==> src/rtl/meriac_play_tune_pkg.sv <==
// Shared constants for the tune player: note half-periods, ROM entry layout
// and the looping melody itself.
package meriac_play_tune_pkg;

    localparam int TUNE_LEN = 15;
    localparam int HP_W     = 6;

    localparam logic [HP_W-1:0] HP_C = 6'd60;
    localparam logic [HP_W-1:0] HP_D = 6'd53;
    localparam logic [HP_W-1:0] HP_E = 6'd48;
    localparam logic [HP_W-1:0] HP_F = 6'd45;
    localparam logic [HP_W-1:0] HP_G = 6'd40;
    localparam logic [HP_W-1:0] HP_A = 6'd36;

    typedef struct packed {
        logic            rest;
        logic [1:0]      dur;
        logic [HP_W-1:0] note;
    } tune_entry_t;

    // The rest entry carries a valid half-period so the tone counter never sees 0.
    localparam tune_entry_t TUNE_ROM [TUNE_LEN] = '{
        '{1'b0, 2'd1, HP_C}, '{1'b0, 2'd1, HP_C},
        '{1'b0, 2'd1, HP_G}, '{1'b0, 2'd1, HP_G},
        '{1'b0, 2'd1, HP_A}, '{1'b0, 2'd1, HP_A},
        '{1'b0, 2'd2, HP_G},
        '{1'b0, 2'd1, HP_F}, '{1'b0, 2'd1, HP_F},
        '{1'b0, 2'd1, HP_E}, '{1'b0, 2'd1, HP_E},
        '{1'b0, 2'd1, HP_D}, '{1'b0, 2'd1, HP_D},
        '{1'b0, 2'd2, HP_C},
        '{1'b1, 2'd2, HP_C}
    };

endpackage

==> src/rtl/meriac_play_tune_tone_gen.sv <==
// Square-wave generator: toggles tone every half_period clocks while enabled;
// clear restarts the phase with tone low.
import meriac_play_tune_pkg::*;

module meriac_play_tune_tone_gen (
    input  logic            clk,
    input  logic            clear,
    input  logic [HP_W-1:0] half_period,
    input  logic            enable,
    output logic            tone
);

    logic [HP_W-1:0] cnt;

    always_ff @(posedge clk) begin
        if (clear) begin
            cnt  <= '0;
            tone <= 1'b0;
        end else if (enable) begin
            if (cnt == half_period - HP_W'(1)) begin
                cnt  <= '0;
                tone <= ~tone;
            end else begin
                cnt <= cnt + HP_W'(1);
            end
        end
    end

endmodule

==> src/rtl/meriac_play_tune.sv <==
// Tile top: beat prescaler, beat counter and ROM sequencer driving a
// differential speaker pair on io_out[1:0].
import meriac_play_tune_pkg::*;

module meriac_play_tune #(
    parameter int MAX_COUNT = 10000
) (
    input  logic [7:0] io_in,
    output logic [7:0] io_out
);

    localparam int              PW   = $clog2(MAX_COUNT);
    localparam logic [PW-1:0]   LAST = PW'(MAX_COUNT - 1);

    logic          clk;
    logic          rst;
    logic          unused_pins;
    logic [PW-1:0] presc;
    logic [2:0]    beat;
    logic [3:0]    idx;
    tune_entry_t   cur;
    logic          beat_end;
    logic          advance;
    logic          tone;
    logic [1:0]    speaker;

    assign clk         = io_in[0];
    assign rst         = io_in[1];
    assign unused_pins = ^io_in[7:2];

    assign cur      = TUNE_ROM[idx];
    assign beat_end = (presc == LAST);
    assign advance  = beat_end && (beat == ({1'b0, cur.dur} - 3'd1));

    always_ff @(posedge clk) begin
        if (rst) begin
            presc <= '0;
            beat  <= '0;
            idx   <= '0;
        end else begin
            presc <= beat_end ? '0 : presc + PW'(1);
            if (advance) begin
                beat <= '0;
                idx  <= (idx == 4'(TUNE_LEN - 1)) ? 4'd0 : idx + 4'd1;
            end else if (beat_end) begin
                beat <= beat + 3'd1;
            end
        end
    end

    // Every note, including a repeat of the same pitch, restarts with tone low.
    meriac_play_tune_tone_gen u_tone (
        .clk         (clk),
        .clear       (rst | advance),
        .half_period (cur.note),
        .enable      (~cur.rest),
        .tone        (tone)
    );

    assign speaker = (rst || cur.rest) ? 2'b00 : {~tone, tone};
    assign io_out  = {6'b0, speaker};

endmodule

==> config.mk <==
export PLATFORM = sky130hd
export DESIGN_NAME = meriac_play_tune
export DESIGN_NICKNAME = d
export VERILOG_FILES = /design/src/rtl/meriac_play_tune_pkg.sv /design/src/rtl/meriac_play_tune_tone_gen.sv /design/src/rtl/meriac_play_tune.sv
export SDC_FILE = /design/constraint.sdc
export NUM_CORES = 1
export LEC_CHECK = 0
export ABC_CLOCK_PERIOD_IN_PS = 5100
export BUFFER_PORTS_ARGS = -buffer_cell sky130_fd_sc_hd__buf_2
export CAP_MARGIN = 20
export CORE_AREA = 10 10 77 92
export CTS_CLUSTER_SIZE = 30
export DETAILED_ROUTE_END_ITERATION = 10
export DIE_AREA = 0 0 87 102
export SETUP_SLACK_MARGIN = 0.1
export SLEW_MARGIN = 20
export SYNTH_ARGS = -nofsm -noshare
export SYNTH_HDL_FRONTEND = slang
export SYNTH_SLANG_ARGS = --single-unit
==> constraint.sdc <==
create_clock -name io_in -period 5.1 [get_ports io_in]
set_clock_uncertainty 0.15 [all_clocks]
set_input_delay 0.255 -clock io_in [delete_from_list [all_inputs] [get_ports io_in]]
set_output_delay 0.255 -clock io_in [all_outputs]
set_load 0.01 [all_outputs]
==> impl_results.md <==
* Most frequent cell on the critical path: clkbuf_8
* Post-CTS Setup Inserts at 0
* Synth Register Bits at 28
* Area share of the largest cell type after synthesis at 31.3%
* Placed cells at 272
* CTS Hold Bufs at 0
* Largest net degree at the start of global routing at 23
* Gr usage total at 9.02%
* Post-synth cell types at 54
* Instance count on the critical path at 4
* First-pass GRT wire length at 6220 um
* Max-slew headroom at 42.7%
* Skew-Pair Late Insertion Delay at 0.27 ns
* # port buffers at 2
* Initial Utilization at 34.1%
* Die W at 87 um
* IO Count at 16
* CP Cell Sequence: clkbuf_8 -> clkbuf_8 -> nor3b_1 -> buf_2
* Gate Count Post-Synth at 217
* Seq/Total Area, Yosys at 31.3%
* Nets at 242
* Ys async rst share at 0%
* Status: finished, violations left
* Reg2reg path depth at 8
* PwrDens at 419 nW/um2
* Number of vias per cell at 5.06
* # rows at 29
* Failing checks: hold timing
* CP startpoint: io_in[1]
* Placed cell area at 1800 um2
* Hold slack at -0.125 ns
* Hold WC Path Type: clk -> reg
* Vias at 1457
* Worst r2r dst: u_tone.tone
* Drt first pass iters at 4
* Synthesized area at 1790 um2
* Footprint of the multi-input gates at 1110 um2
* Post-DP HPWL at 2520 um
* CTS tree: yes
* Synth area leaders: dfxtp_1 (31%), ha_1 (7.0%), nor2_1 (4.6%)
* Crit end category: output pin
* Core footprint at 5260 um2
* Non-Filler Instances at 288
* Worst Setup EP: io_out[0]
* Vias in the first global route at 1636
* Worst-Margin Slew at 0.856 ns
* Die height at 102 um
* Post-synth EDFFs at 0
* Slew Limit Fails at 0
* Endpoints failing hold at 4
* FF/Latch Area at 561 um2
* Layout cell share with drive strength beyond 1 at 11.1%
* Critical Path AT at 3.15 ns
* GPL Wtd Cong at 0.783
* Initial DRC count at 128
* Final Cell Area at 2010 um2
* Diode count at 0
* Die area at 8870 um2
* R2R Path Start: idx[1]
* Resized cells post-CTS at 0
* Setup TNS at 0 ns
* Post-synth top area cell: dfxtp_1
* RSZ-0062 raised after global routing: false
* Critical Path RT at 4.70 ns
* Fill cells at 544
* Ys flop type: dfxtp_1
* Ys Warns at 0
* Maximum VDD drop at 237 uV
* DRC at 0
* Leakage at 0.816 nW
* Crit path largest cell delay at 0.18 ns
* Wirelength per Cell at 12.4 um
* CP Buf/Inv Count at 3
* Setup CP Type: clk -> out
* R2R setup slack at 2.23 ns
* Final setup fails at 0
* Avg Inst Size Synth at 8.26 um2
* Critical path's slowest cell: nor3b_1
* Synth-to-layout area growth at 12.2%
* Routed wire length at 3560 um
* Type of origin of the critical path: clock port
* Max Cap Viol at 0
* Clock Pin Slew Worst Setup and Hold Paths at 0.09 ns
* Critical Path Fanout Max at 5
* Congestion Overflow GR at 0
* Initial antenna violation count at 0
* Post-route ant nets at 0
* Family with the most delay on the worst path: buffers and inverters
==> layout by cell type, fill, tap and decap left out, types with 2 or more instances in the layout <==
cell type   n
ha_1       10
nand2b_1    7
or2_2       2
xor2_1      7
o21ai_0     6
nor3b_1     2
xnor2_1     6
conb_1      6
o22ai_1     6
inv_1      10
mux2i_1     3
and3_1      4
or3_1       2
nand4_1     3
nor3_1      5
o211ai_1    5
nand3_1     8
clkbuf_8   12
a21oi_1    16
clkbuf_1    2
nand2_1    20
buf_2       2
or4_1       2
nor2_1     22
and2_1      2
dfxtp_1    28
==> state kept, by name, indices dropped and copies added, names as in the netlist <==
| signal | count |
|---|---|
| presc | 14 |
| u_tone.cnt | 6 |
| idx | 4 |
| beat | 3 |
| u_tone.tone | 1 |
==> logic make-up after synthesis <==
logic type	count (synthesis)	share of synthesized area [%]
fa+ha+maj	10	6.98
buf+inv	24	7.54
compound gates	44	15.7
xor+xnor	14	7.61
simple gates	93	29.0
mux	3	1.68
other cells	1	0.209
flops	28	31.3
==> synthesized netlist by cell type (2+ instances only) <==
master,instances
nor3_1,5
or4_1,2
nand3_1,8
mux2i_1,3
or2_2,2
nand2b_1,7
ha_1,10
buf_4,7
buf_2,2
xor2_1,7
nand2_1,20
dfxtp_1,28
inv_1,10
and2_1,2
o22ai_1,6
o21ai_0,6
or3_1,2
nand4_1,3
clkbuf_1,2
buf_6,2
and3_1,4
a21oi_1,16
nor2_1,22
xnor2_1,6
o211ai_1,5
nor3b_1,2
==> layout make-up <==
type | count | area share, %
clock inverter | 1 | 1.49
tap | 62 | 3.86
clock buffer | 17 | 9.46
inverter | 10 | 1.87
multi-input combinational | 170 | 55.4
sequential | 28 | 27.9
==> how the worst min path moves through the flow <==
stage / end / cells after the start / slack (ns) / from
global route: idx[0] / 3 / -0.12 / io_in[1]
CTS: idx[3] / 3 / -0.13 / io_in[1]
floorplan: idx[0] / 1 / -0.08 / io_in[1]
detailed placement: idx[0] / 1 / -0.08 / io_in[1]
finish: idx[0] / 3 / -0.13 / io_in[1]
global placement: idx[0] / 1 / -0.08 / io_in[1]
==> where the power goes <==
group,internal [W],switching [W]
Combinational,0,0.00000210
Sequential,0.000244,0
Clock,0.000348,0.000247
==> routing by layer <==
metal / wire length (um) / vias up / global-route usage (%)
met5: 0 / - / 0
met4: 104 / 0 / 13.7
met3: 90 / 8 / 5.41
met2: 1760 / 21 / 11.6
met1: 1610 / 660 / 7.96
li1: - / 768 / -
==> through the flow <==
| step | utilization (%) | setup slack (ns) | power, W |
|---|---|---|---|
| after floorplan | - | 1.82 | 0.000418 |
| after global placement | 34.2 | 1.85 | 0.000417 |
| after detailed placement | 34.2 | 1.85 | 0.000417 |
| after CTS | 38.2 | 1.51 | 0.000872 |
| after global routing | 38.2 | 1.48 | 0.000920 |
| final | 38.2 | 1.54 | 0.000842 |
==> worst reg2reg max path, cell delays in order, from the launching register on <==
cell and delay, ns:
dfxtp_1 0.53, inv_1 0.21, ha_1 0.35, and4bb_2 0.23
o32a_2 0.18, xnor3_1 0.33, a21o_1 0.25, or4_4 0.44
a21oi_2 0.15
No activity file was read; power rests on OpenSTA's default activity.
